==> config.mk <==
export PLATFORM = sky130hd
export DESIGN_NAME = heater_sequencer
export DESIGN_NICKNAME = d
export VERILOG_FILES = /design/src/rtl/heater_pkg.sv /design/src/rtl/heater_pwm.sv /design/src/rtl/heater_sequencer.sv
export SDC_FILE = /design/constraint.sdc
export NUM_CORES = 1
export LEC_CHECK = 0
export ABC_CLOCK_PERIOD_IN_PS = 5300
export BUFFER_PORTS_ARGS = -buffer_cell sky130_fd_sc_hd__buf_2
export CORE_AREA = 2 2 94 96
export CTS_CLUSTER_SIZE = 14
export DETAILED_ROUTE_END_ITERATION = 16
export DIE_AREA = 0 0 96 98
export PLACE_DENSITY = 0.7
export SETUP_SLACK_MARGIN = 0.4
export SLEW_MARGIN = 10
export SYNTH_ARGS = -nofsm -noshare
export SYNTH_HDL_FRONTEND = slang
export SYNTH_SLANG_ARGS = --single-unit
export TNS_END_PERCENT = 30
==> constraint.sdc <==
create_clock -name Clk -period 5.3 [get_ports Clk]
set_input_delay 0.53 -clock Clk [delete_from_list [all_inputs] [get_ports Clk]]
set_output_delay 0.53 -clock Clk [all_outputs]
set_load 0.005 [all_outputs]
==> src/rtl/heater_pkg.sv <==
// Shared state codes, command/status field layout and helpers for the heater sequencer.
package heater_pkg;

  localparam logic [2:0] STATE_IDLE      = 3'd0;
  localparam logic [2:0] STATE_RAMP_UP   = 3'd1;
  localparam logic [2:0] STATE_RUN       = 3'd2;
  localparam logic [2:0] STATE_RAMP_DOWN = 3'd3;
  localparam logic [2:0] STATE_DONE      = 3'd4;

  typedef enum logic [2:0] {
    ST_IDLE      = STATE_IDLE,
    ST_RAMP_UP   = STATE_RAMP_UP,
    ST_RUN       = STATE_RUN,
    ST_RAMP_DOWN = STATE_RAMP_DOWN,
    ST_DONE      = STATE_DONE
  } heater_state_t;

  localparam int CMD_RUN_BIT    = 0;
  localparam int CMD_TARGET_LSB = 4;
  localparam int CMD_TARGET_W   = 4;
  localparam int CMD_DUTY_LSB   = 8;
  localparam int CMD_DUTY_W     = 8;
  localparam int CMD_DUR_LSB    = 16;
  localparam int CMD_DUR_W      = 16;

  localparam int STS_STATE_LSB   = 0;
  localparam int STS_STATE_W     = 3;
  localparam int STS_FAULT_BIT   = 3;
  localparam int STS_ACTIVE_LSB  = 4;
  localparam int STS_ACTIVE_W    = 4;
  localparam int STS_ELAPSED_LSB = 16;
  localparam int STS_ELAPSED_W   = 16;

  // Bank counts fit the 4-bit target field, which is why NUM_BANKS tops out at 15.
  localparam int BANK_CNT_W = 4;

  function automatic logic [BANK_CNT_W-1:0] clamp_target(
    input logic [BANK_CNT_W-1:0] req,
    input int                    max_banks
  );
    if (int'(req) > max_banks) return BANK_CNT_W'(max_banks);
    return req;
  endfunction

endpackage

==> src/rtl/heater_pwm.sv <==
// Free-running PWM counter with duty compare; held at zero while disabled.
// wrap pulses on the cycle whose clock edge takes the counter from all-ones back to zero.
module heater_pwm #(
  parameter int PWM_BITS = 8
) (
  input  logic                Clk,
  input  logic                Reset_n,
  input  logic                enable,
  input  logic [PWM_BITS-1:0] duty,
  output logic                pwm_on,
  output logic                wrap
);

  logic [PWM_BITS-1:0] pwm_cnt;

  always_ff @(posedge Clk) begin
    if (!Reset_n) begin
      pwm_cnt <= '0;
    end else if (!enable) begin
      pwm_cnt <= '0;
    end else begin
      pwm_cnt <= pwm_cnt + 1'b1;
    end
  end

  // All-ones duty means fully on rather than on for 2^N-1 of 2^N cycles.
  assign pwm_on = (&duty) || (pwm_cnt < duty);
  assign wrap   = enable && (&pwm_cnt);

endmodule

==> src/rtl/heater_sequencer.sv <==
// Staggered heater-bank sequencer: command register in, PWM-gated bank enables and status out; bank_en lags state by one cycle.
// HEATER_THERMO_LIMIT_EN adds over_temp, which forces a ramp-down and latches a fault that blocks starts until reset.
module heater_sequencer
  import heater_pkg::*;
#(
  parameter int BUS_WIDTH      = 32,
  parameter int NUM_BANKS      = 8,
  parameter int STAGGER_CYCLES = 16,
  parameter int PWM_BITS       = 8
) (
  input  logic                 Clk,
  input  logic                 Reset_n,
  input  logic [BUS_WIDTH-1:0] cmd_reg,
  output logic [BUS_WIDTH-1:0] status_reg,
  output logic [NUM_BANKS-1:0] bank_en
`ifdef HEATER_THERMO_LIMIT_EN
  ,
  input  logic                 over_temp
`endif
);

  localparam int STG_W = (STAGGER_CYCLES > 1) ? $clog2(STAGGER_CYCLES) : 1;
  localparam logic [STG_W-1:0] STG_LAST = STG_W'(STAGGER_CYCLES - 1);

  heater_state_t           state;
  logic [BANK_CNT_W-1:0]   active_banks;
  logic [BANK_CNT_W-1:0]   active_inc;
  logic [BANK_CNT_W-1:0]   target_l;
  logic [STG_W-1:0]        stagger_cnt;
  logic [CMD_DUTY_W-1:0]   duty_l;
  logic [CMD_DUR_W-1:0]    duration_l;
  logic [STS_ELAPSED_W-1:0] elapsed;
  logic                    done_flag;
  logic                    fault;
  logic                    trip;

  logic                    run;
  logic [CMD_TARGET_W-1:0] cmd_target;
  logic [CMD_DUTY_W-1:0]   cmd_duty;
  logic [CMD_DUR_W-1:0]    cmd_duration;
  logic                    unused_cmd;

  logic                    pwm_en;
  logic                    pwm_on;
  logic                    pwm_wrap;
  logic [NUM_BANKS-1:0]    bank_mask;

  assign run          = cmd_reg[CMD_RUN_BIT];
  assign cmd_target   = cmd_reg[CMD_TARGET_LSB +: CMD_TARGET_W];
  assign cmd_duty     = cmd_reg[CMD_DUTY_LSB +: CMD_DUTY_W];
  assign cmd_duration = cmd_reg[CMD_DUR_LSB +: CMD_DUR_W];
  assign unused_cmd   = ^cmd_reg[CMD_TARGET_LSB-1:CMD_RUN_BIT+1];

`ifdef HEATER_THERMO_LIMIT_EN
  assign trip = over_temp;
`else
  assign trip = 1'b0;
`endif

  assign active_inc = active_banks + 1'b1;
  assign pwm_en     = (state != ST_IDLE);

  heater_pwm #(
    .PWM_BITS(PWM_BITS)
  ) u_pwm (
    .Clk    (Clk),
    .Reset_n(Reset_n),
    .enable (pwm_en),
    .duty   (PWM_BITS'(duty_l)),
    .pwm_on (pwm_on),
    .wrap   (pwm_wrap)
  );

  // Lowest-numbered banks fill first so a partial ramp is always a contiguous block.
  always_comb begin
    bank_mask = '0;
    for (int k = 0; k < NUM_BANKS; k++) begin
      bank_mask[k] = pwm_on && (k < int'(active_banks));
    end
  end

  always_ff @(posedge Clk) begin
    if (!Reset_n) begin
      state        <= ST_IDLE;
      active_banks <= '0;
      target_l     <= '0;
      stagger_cnt  <= '0;
      duty_l       <= '0;
      duration_l   <= '0;
      elapsed      <= '0;
      done_flag    <= 1'b0;
      fault        <= 1'b0;
      bank_en      <= '0;
    end else begin
      bank_en <= bank_mask;
      case (state)
        ST_IDLE: begin
          if (run && (cmd_target != '0) && !fault) begin
            target_l    <= clamp_target(cmd_target, NUM_BANKS);
            duty_l      <= cmd_duty;
            duration_l  <= cmd_duration;
            elapsed     <= '0;
            stagger_cnt <= '0;
            done_flag   <= 1'b0;
            state       <= ST_RAMP_UP;
          end
        end

        ST_RAMP_UP: begin
          if (trip || !run) begin
            fault       <= fault | trip;
            stagger_cnt <= '0;
            state       <= ST_RAMP_DOWN;
          end else if (stagger_cnt == STG_LAST) begin
            stagger_cnt  <= '0;
            active_banks <= active_inc;
            if (active_inc == target_l) state <= ST_RUN;
          end else begin
            stagger_cnt <= stagger_cnt + 1'b1;
          end
        end

        ST_RUN: begin
          if (pwm_wrap && (elapsed != '1)) elapsed <= elapsed + 1'b1;
          // An abort or trip takes precedence over timing out, so it never ends in DONE.
          if (trip || !run) begin
            fault       <= fault | trip;
            stagger_cnt <= '0;
            state       <= ST_RAMP_DOWN;
          end else if ((duration_l != '0) && (elapsed == duration_l)) begin
            done_flag   <= 1'b1;
            stagger_cnt <= '0;
            state       <= ST_RAMP_DOWN;
          end
        end

        ST_RAMP_DOWN: begin
          if (active_banks == '0) begin
            state <= done_flag ? ST_DONE : ST_IDLE;
          end else if (stagger_cnt == STG_LAST) begin
            stagger_cnt  <= '0;
            active_banks <= active_banks - 1'b1;
            if (active_banks == BANK_CNT_W'(1)) state <= done_flag ? ST_DONE : ST_IDLE;
          end else begin
            stagger_cnt <= stagger_cnt + 1'b1;
          end
        end

        ST_DONE: begin
          if (!run) state <= ST_IDLE;
        end

        default: state <= ST_IDLE;
      endcase
    end
  end

  always_comb begin
    status_reg = '0;
    status_reg[STS_STATE_LSB +: STS_STATE_W]     = state;
    status_reg[STS_FAULT_BIT]                    = fault;
    status_reg[STS_ACTIVE_LSB +: STS_ACTIVE_W]   = active_banks;
    status_reg[STS_ELAPSED_LSB +: STS_ELAPSED_W] = elapsed;
  end

endmodule

## After elaboration in Yosys (flattened, before gate mapping)

Index checks and enable logic that the tools add are counted.

- Add/sub/neg operators: 5
- Multiply operators: 0
- Multiplexer cells: 37
- Bitwise operators: 0
- Equality and inequality tests: 23
- Divide/modulo/power cells: 0
- Shift-type cells: 0
- Reduce and logical (&&, ||, !) cells: 30
- $lt $le $gt $ge: 10

Operators by type and width:

| cell | number |
|---|---|
| $mux 4 | 12 |
| $mux 3 | 11 |
| $mux 16 | 2 |
| $pmux 16 s2 | 1 |
| $ne 2x2->1 const B | 9 |
| $add 16x1->16 const B | 1 |
| $eq 16x16->1 | 1 |
| $lt 3x4->1 const A | 4 |
| $ne 16x16->1 const B | 1 |
| $pmux 4 s4 | 1 |
| $reduce_and 8->1 | 2 |
| $reduce_bool 16->1 | 1 |
| $ne 3x3->1 const B | 5 |
| $pmux 3 s5 | 1 |
| $logic_and 1x1->1 | 12 |
| $add 4x1->4 const B | 2 |
| $add 8x1->8 const B | 1 |
| $lt 1x4->1 const A | 2 |
| $lt 2x4->1 const A | 2 |
| $lt 8x8->1 | 1 |
| $pmux 4 s2 | 1 |
| $reduce_and 4->1 | 2 |
| $reduce_bool 4->1 | 2 |
| $mux 1 | 7 |
| other kinds (18) | 21 |

- Bits in latches: 0
- RAM bits: 0
- Output and inout bits: 40
- ROM bits: 0
- Register bits: 72
- Memories: 0
- Word-level logic and storage cells: 115
- Input bits: 34

## Depth between registers and ports, before layout

Gate-level depths: netlist (run 1).

- Depth in word-level cells: 6
- Mapped depth: 9

## Modules after synthesis

Synthesis (run 1) repeated with hierarchy kept, for this count alone.

- Cell total of the unflattened synthesis: 437
- Area, all modules: 3766.1 µm²

By module, submodules not included:

| module | cells an instance | times used | seq. area each (µm²) | area each (µm²) |
|---|---|---|---|---|
| heater_sequencer | 377 | 1 | 1281.2 | 3259.4 |
| heater_pwm | 60 | 1 | 160.2 | 506.7 |

## Least setup slack after synthesis (run 1)

No wires, ideal clock.

- Path kind: flip-flop to flip-flop
- Start point: register active_banks[0]
- End point: register stagger_cnt[3]
- Setup slack: 3.467 ns
- Data arrival time: 1.716 ns
- Data required time: 5.183 ns
- Cell stages (with the launch flop): 8
- Period minus slack after synthesis: 1.833 ns
- Path through: dfxtp_1 > inv_1 > ha_1 > inv_1 > nor3_1 > a311oi_1 > o311ai_0 > a32o_1

- Word-level cells in the longest chain between the ends: 3

RTL lines:

| item | RTL line | RTL |
|---|---|---|
| start: declaration | heater_sequencer.sv:26 | `logic [BANK_CNT_W-1:0] active_banks;` |
| start signal: assignment | heater_sequencer.sv:116 | `active_banks <= active_inc;` |
| start signal: assignment | heater_sequencer.sv:142 | `active_banks <= active_banks - 1'b1;` |
| $logic_not 4->1 | heater_sequencer.sv:138 | `if (active_banks == '0) begin` |
| $ne 2x2->1 (no source line) | -- |  |
| $reduce_and 4->1 (no source line) | -- |  |
| end signal: assignment | heater_sequencer.sv:119 | `stagger_cnt <= stagger_cnt + 1'b1;` |
| end signal: assignment | heater_sequencer.sv:145 | `stagger_cnt <= stagger_cnt + 1'b1;` |
| end: declaration | heater_sequencer.sv:29 | `logic [STG_W-1:0] stagger_cnt;` |

No other way between the ends.
A chain may end at the register's enable or synchronous reset.

## Worst setup path in the final report (run 1)

- Start point: register state[1]
- End point: register elapsed[13]

- Word-level cells in the longest chain between the ends: 5
- Elaborated cells on any way between the ends: 10
- Those cells by class: 3 x eq/ne; 1 x mux; 6 x reduce/logical

RTL lines:

| item | RTL line | RTL |
|---|---|---|
| start: declaration | heater_sequencer.sv:25 | `heater_state_t state;` |
| start signal: assignment | heater_sequencer.sv:139 | `state <= done_flag ? ST_DONE : ST_IDLE;` |
| start signal: assignment | heater_sequencer.sv:143 | `if (active_banks == BANK_CNT_W'(1)) state <= done_flag ? ST_DONE : ST_IDLE;` |
| $reduce_bool 3->1 | heater_sequencer.sv:61 | `assign pwm_en = (state != ST_IDLE);` |
| $logic_and 1x1->1 | heater_pwm.sv:28 | `assign wrap = enable && (&pwm_cnt);` |
| $logic_and 1x1->1 | heater_sequencer.sv:124 | `if (pwm_wrap && (elapsed != '1)) elapsed <= elapsed + 1'b1;` |
| $ne 2x2->1 (no source line) | -- |  |
| $reduce_and 3->1 (no source line) | -- |  |
| end signal: assignment | heater_sequencer.sv:124 |  |
| end: declaration | heater_sequencer.sv:32 | `logic [STS_ELAPSED_W-1:0] elapsed;` |

Several ways; a longest one is shown, not always the timed one.

==> flow_metrics.py, run 1 <==
metrics = {
    "layout": {
        "insertedDiodeCount": 0,
        "num-fill-cells": 829,
        "layout_common_cells": "nand2_1 (75), dfxtp_1 (72), buf_2 (61)",
        "final_cell_count_no_fill": 605,
        "final_util_pct": 49.50,
        "final_common_cell": "nand2_1",
        "nets": 539,
        "area_growth_syn_to_layout_pct": 14.22,
        "drive_gt1_share_pct": 16.50,
    },
    "clock_network": {
        "root_buffer": "clkbuf_8",
        "ctsResizeCount": 0,
        "cts.reportedPaths.clkPinSlew_ns": 0.08,
        "cts_setup_buffers": 0,
        "insertion_delay_ns": 0.35,
        "h-tree-depth": 3,
        "ctsLongestPathBuffers": 2,
        "cts_tree": "done",
        "cts_inserted_buffers": 9,
        "cts_sinks": 72,
        "cts_hold_buf": 0,
    },
    "setup_path": {
        "crit_required_ns": 5.58,
        "cpPeakStageDelay_ns": 0.66,
        "r2r_end": "elapsed[13]",
        "start_kind": "flip-flop",
        "slowest_stage": "nand2_1",
        "crit_arrival_ns": 3.08,
        "rr_startpoint": "state[1]",
        "cp-end-kind": "flip-flop",
        "r2r_slack_ns": 2.50,
        "path_cells": "nor3_1 > nand2_1 > buf_4 > and2_4 > or4_1 > a21oi_1",
        "critPathMaxFanout": 28,
        "path_class": "reg2reg",
        "reg2regPathDepth": 6,
    },
    "yosys": {
        "synth_area_um2": 3669,
        "synth-xor-area-share_pct": 10.64,
        "synth_top_area_cell": "dfxtp_1",
        "synth.area.mux_share_pct": 1.398,
        "synth_edf_count": 0,
        "ys.flop_type": "dfxtp_1",
        "ys_async_sr_fraction_pct": 0,
        "syn_avg_cell_area_um2": 8.262,
        "synth_cell_types": 52,
        "synthTopCellsByArea": "dfxtp_1 (39%), nand2_1 (7.7%), xor2_1 (7.2%)",
        "yosysSeqAreaShare_pct": 39.29,
        "yosysWarnings": 0,
        "synth_top_family_by_area": "simple AND/OR/NAND/NOR gates",
        "netlist.area_leader.share_pct": 39.29,
        "synth-simple-area-share_pct": 23.81,
        "ys_seq_elements": 72,
        "synthAdderAreaFrac_pct": 4.434,
        "synth_compound_area_share_pct": 14.05,
        "synth_cells": 444,
    },
    "grt": {
        "grt_antenna_before_repair": 0,
        "grt_max_degree": 39,
        "grt_usage_pct": 18.11,
        "grt_pass1_wl_um": 13520,
        "grt_pass1_vias": 2897,
        "overflow": 0,
    },
    "die": {
        "die_h_um": 98,
        "coreArea_um2": 8466,
        "ios": 74,
        "initial_utilization_pct": 43.33,
        "die-area_um2": 9408,
        "num_rows": 34,
        "fp.dieW_um": 96,
    },
    "min_path": {
        "holdPathStages": 3,
        "hp-class": "in2reg",
        "hold_end": "duration_l[8]",
        "min_from": "cmd_reg[24]",
    },
    "timing": {
        "hold_slack_ns": 0.4111,
        "layout_setup_ws_ns": 2.496,
        "slew_violations": 0,
        "relSlewSlack_pct": 28.99,
        "fmax_mhz": 356.6,
        "finalCritPeriodShare_pct": 52.90,
        "finalSetupViolations": 0,
        "worst_pin_slew_ns": 1.059,
        "rsz0062_at_grt": "no",
        "fin_crit_ns": 2.804,
        "fin_skew_ns": 0.009856,
        "tns_ns": 0,
        "finalHoldViolCount": 0,
    },
    "detailed_routing": {
        "routedWlPerCell_um": 13.90,
        "first_pass_iters": 4,
        "vias_per_cell": 5.288,
        "num_vias": 3199,
        "ant_nets": 0,
        "wirelength_um": 8409,
        "drt_iter0_markers": 163,
        "drc": 0,
    },
    "pwr": {
        "ir_drop_mv": 0.1713,
        "power_density_nw_per_um2": 361.4,
        "p_leak_nw": 1.772,
    },
    "place": {
        "portBuffers": 61,
        "post-place-ws_ns": 2.463,
        "place_hpwl_um": 6032,
        "place_inst": 589,
        "gp_congestion": 0.8480,
    },
    "run_status": {
        "status": "completed",
    },
    "job": {
        "drv_cap": 0,
    },
}
==> worst max-delay path by stage <==
stage / start / endpoint / slack (ns) / cells after the start
3_5_place_dp: cmd_reg[0] / elapsed[13] / 2.46 / 7
3_3_place_gp: cmd_reg[0] / elapsed[13] / 2.50 / 7
5_1_grt: state[1] / elapsed[13] / 2.33 / 6
2_1_floorplan: active_banks[0] / stagger_cnt[3] / 3.47 / 7
6_report: state[1] / elapsed[13] / 2.50 / 6
4_1_cts: state[1] / elapsed[13] / 2.49 / 6
==> cells by family after synthesis <==
logic type               Yosys count
flip-flops                        72
other                              1
buffers and inverters             47
multiplexers                       5
AO/OA/AOI/OAI                     86
AND/OR/NAND/NOR                  177
XOR/XNOR                          43
adder cells (fa/ha/maj)           13
==> final cells by class <==
cell class | instances | area, um^2 | share of cell area (%)
clock inverter | 5 | 80.08 | 1.911
tap | 108 | 135.1 | 3.225
timing repair buffer | 62 | 312.8 | 7.465
sequential | 72 | 1441 | 34.40
inverter | 14 | 52.55 | 1.254
multi-input combinational | 333 | 2027 | 48.37
clock buffer | 11 | 141.4 | 3.374
==> registers in the layout, summed over array words and instances, names as in the netlist <==
signal,count
active_banks,4
bank_en,8
done_flag,1
duration_l,16
duty_l,8
elapsed,16
stagger_cnt,4
state,3
target_l,4
u_pwm.pwm_cnt,8
==> synthesized netlist by cell type (all sizes together) (6+ instances only) <==
master,n
nand4,10
nand2,75
ha,13
buf,18
clkbuf,15
and2,6
xor2,30
and3,8
a21oi,47
xnor2,12
inv,14
nand3b,6
o21ai,11
nor2,26
a31oi,8
nand3,18
nor4,10
dfxtp,72
==> power breakdown <==
group	switching, W	total (W)	internal (W)
clock network	0.000210	0.000488	0.000277
logic	0.000224	0.000370	0.000146
registers	0.0000651	0.000656	0.000591
==> metrics by stage <==
step                       power, W  cell area (um^2)
after floorplan           0.0009512              3699
after global placement     0.001022              3969
after detailed placement   0.001035              3969
after CTS                  0.001517              4190
after global routing       0.001601              4190
final                      0.001514              4190
==> worst max-delay path: cells and delay by family (launching register included) <==
kind | cells | cell delay, ns
AO/OA/AOI/OAI | 1 | 0.15
buffers and inverters | 1 | 0.43
flip-flops | 1 | 0.47
AND/OR/NAND/NOR | 4 | 1.66
==> per-layer routing <==
layer	vias up	part of all wire [%]	GRT usage, %
met3	11	5.5	4.861
met5	-	0	0
met1	1474	45	23.49
met4	0	1.3	5.604
met2	92	48	29.17
li1	1622	-	-
Note: power is estimated with default switching activity, not from simulation.
==> run 2, diff against run 1 <==
ABC_CLOCK_PERIOD_IN_PS = 2430   (was 5300)
PLACE_DENSITY = 0.72   (was 0.7)
clock period = 2.43 ns   (was 5.3 ns; I/O delays follow)
==> run 2 against run 1 <==
  * Routed wire length increased by 1.3%
  * Clock power increased by 97%
  * Clock skew decreased by 0.0041 ns
  * Critical path depth increased by 1
  * Cell area increased by 1.8%
==> flow_metrics.py, run 2 (synthesized netlist as in run 1, its figures left out) <==
metrics = {
    "setup_path": {
        "crit_arrival_ns": 2.26,
        "reg2regPathDepth": 7,
        "slowest_stage": "or4_1",
        "crit_required_ns": 2.70,
        "critPathMaxFanout": 9,
        "cp.depth": 7,
        "crit_path_start": "u_pwm.pwm_cnt[0]",
        "rr_startpoint": "u_pwm.pwm_cnt[0]",
        "cpPeakStageDelay_ns": 0.48,
        "path_cells": "ha_4 > nand2_1 > and4bb_1 > o21ai_4 > and2_4 > or4_1 > a21oi_1",
        "path_class": "reg2reg",
        "start_kind": "flip-flop",
        "crit_family": "simple AND/OR/NAND/NOR gates",
        "setup.worst_path.end": "elapsed[13]",
        "r2r_end": "elapsed[13]",
        "critPathBufInv": 0,
        "cp-end-kind": "flip-flop",
        "r2r_slack_ns": 0.44,
    },
    "detailed_routing": {
        "drc": 0,
        "ant_nets": 0,
        "routedWlPerCell_um": 13.94,
        "wirelength_um": 8515,
        "first_pass_iters": 4,
        "vias_per_cell": 5.273,
        "num_vias": 3222,
        "drt_iter0_markers": 171,
    },
    "pwr": {
        "power_density_nw_per_um2": 762.4,
        "ir_drop_mv": 0.5351,
        "p_leak_nw": 1.813,
        "power_w": 0.003252,
    },
    "die": {
        "initial_utilization_pct": 43.33,
        "coreArea_um2": 8466,
        "num_rows": 34,
        "fp.dieW_um": 96,
        "die-area_um2": 9408,
        "die_h_um": 98,
        "ios": 74,
    },
    "timing": {
        "finalSetupViolations": 0,
        "worst_pin_slew_ns": 0.7006,
        "fin_crit_ns": 1.986,
        "finalHoldViolCount": 0,
        "fmax_mhz": 503.5,
        "slew_violations": 0,
        "tns_ns": 0,
        "rsz0062_at_grt": "yes",
        "finalCritPeriodShare_pct": 81.74,
        "relSlewSlack_pct": 53.24,
        "fin_skew_ns": 0.005726,
    },
    "place": {
        "gp_congestion": 0.8940,
        "place_hpwl_um": 6315,
        "portBuffers": 61,
    },
    "clock_network": {
        "cts_inserted_buffers": 9,
        "ctsLongestPathBuffers": 2,
        "insertion_delay_ns": 0.35,
        "cts_tree": "done",
        "h-tree-depth": 3,
        "cts_sinks": 72,
        "cts.reportedPaths.clkPinSlew_ns": 0.08,
        "root_buffer": "clkbuf_8",
        "cts_setup_buffers": 0,
    },
    "grt": {
        "grt_usage_pct": 19.05,
        "grt_pass1_vias": 3007,
        "grt_pass1_wl_um": 14170,
        "overflow": 0,
        "grt_antenna_before_repair": 0,
        "grt_max_degree": 22,
    },
    "layout": {
        "area_growth_syn_to_layout_pct": 16.27,
        "final_common_cell": "nand2_1",
        "nets": 545,
        "num-fill-cells": 816,
        "insertedDiodeCount": 0,
        "top_regs": "duration_l: 16 flops, elapsed: 16 flops",
        "layout_common_cells": "nand2_1 (75), dfxtp_1 (67), buf_2 (61)",
        "drive_gt1_share_pct": 19.28,
    },
    "run_status": {
        "status": "completed",
    },
    "min_path": {
        "hp-class": "in2reg",
    },
    "job": {
        "drv_cap": 0,
    },
}
## run 2: worst register-to-register path, delay by kind of cell (launching register included)
kind,cells,cell delay (ns)
AND/OR/NAND/NOR,4,1.06
AO/OA/AOI/OAI,2,0.26
adder cells (fa/ha/maj),1,0.18
flip-flops,1,0.41
## run 2: stage by stage
stage	instance area [um^2]	setup slack (ns)	hold WS [ns]	cells	util, %
floorplan	3699	0.5966	0.3790	452	-
CTS	4220	0.3941	0.1164	611	49.85
global placement	4014	0.3802	0.4369	595	47.41
finish	4265	0.4438	0.1276	611	50.38
global route	4265	0.3281	0.1237	611	50.38
detailed placement	4014	0.3279	0.4591	595	47.41
## run 2: worst min-delay path by stage
| stage | endpoint | cells past startpoint | startpoint |
|---|---|---|---|
| floorplan | duty_l[0] | 2 | cmd_reg[8] |
| global placement | u_pwm.pwm_cnt[0] | 1 | u_pwm.pwm_cnt[0] |
| detailed placement | done_flag | 2 | done_flag |
| CTS | duration_l[8] | 3 | cmd_reg[24] |
| global route | duration_l[5] | 3 | cmd_reg[21] |
| finish | duration_l[4] | 3 | cmd_reg[20] |
## run 2: area by class of cell
class	count	area (um^2)	area share [%]
well taps	108	135.1	3.168
clock inverters	5	56.30	1.320
clock buffers	11	141.4	3.315
inverters	14	52.55	1.232
repair buffers	68	357.8	8.390
multi-input cells	333	2074	48.64
flip-flops and latches	72	1448	33.94
## run 2: what timing repair did
item                       in CTS  in global routing
pin swaps                       0                  2
setup endpoints to repair       8                 21
hold buffers                    0                  0
resized for setup               2                 11
hold endpoints to repair        0                  0
## run 2: where the power goes
group          switching, W  leakage (nW)  total [W]  internal, W
combinational      0.000508          1.13   0.000873     0.000365
sequential         0.000125         0.587    0.00142      0.00129
clock              0.000463        0.0993   0.000963     0.000501
total               0.00110          1.81    0.00325      0.00216
## run 2: layer usage
metal / track usage [%] / part of all wire [%] / wire [um] / vias up
met1: 24.67 / 46 / 3891 / 1508
met5: 0 / 0 / 0 / -
met3: 4.012 / 4.1 / 348 / 10
met2: 31.20 / 49 / 4154 / 67
li1: - / - / - / 1637
met4: 6.484 / 1.4 / 121 / 0
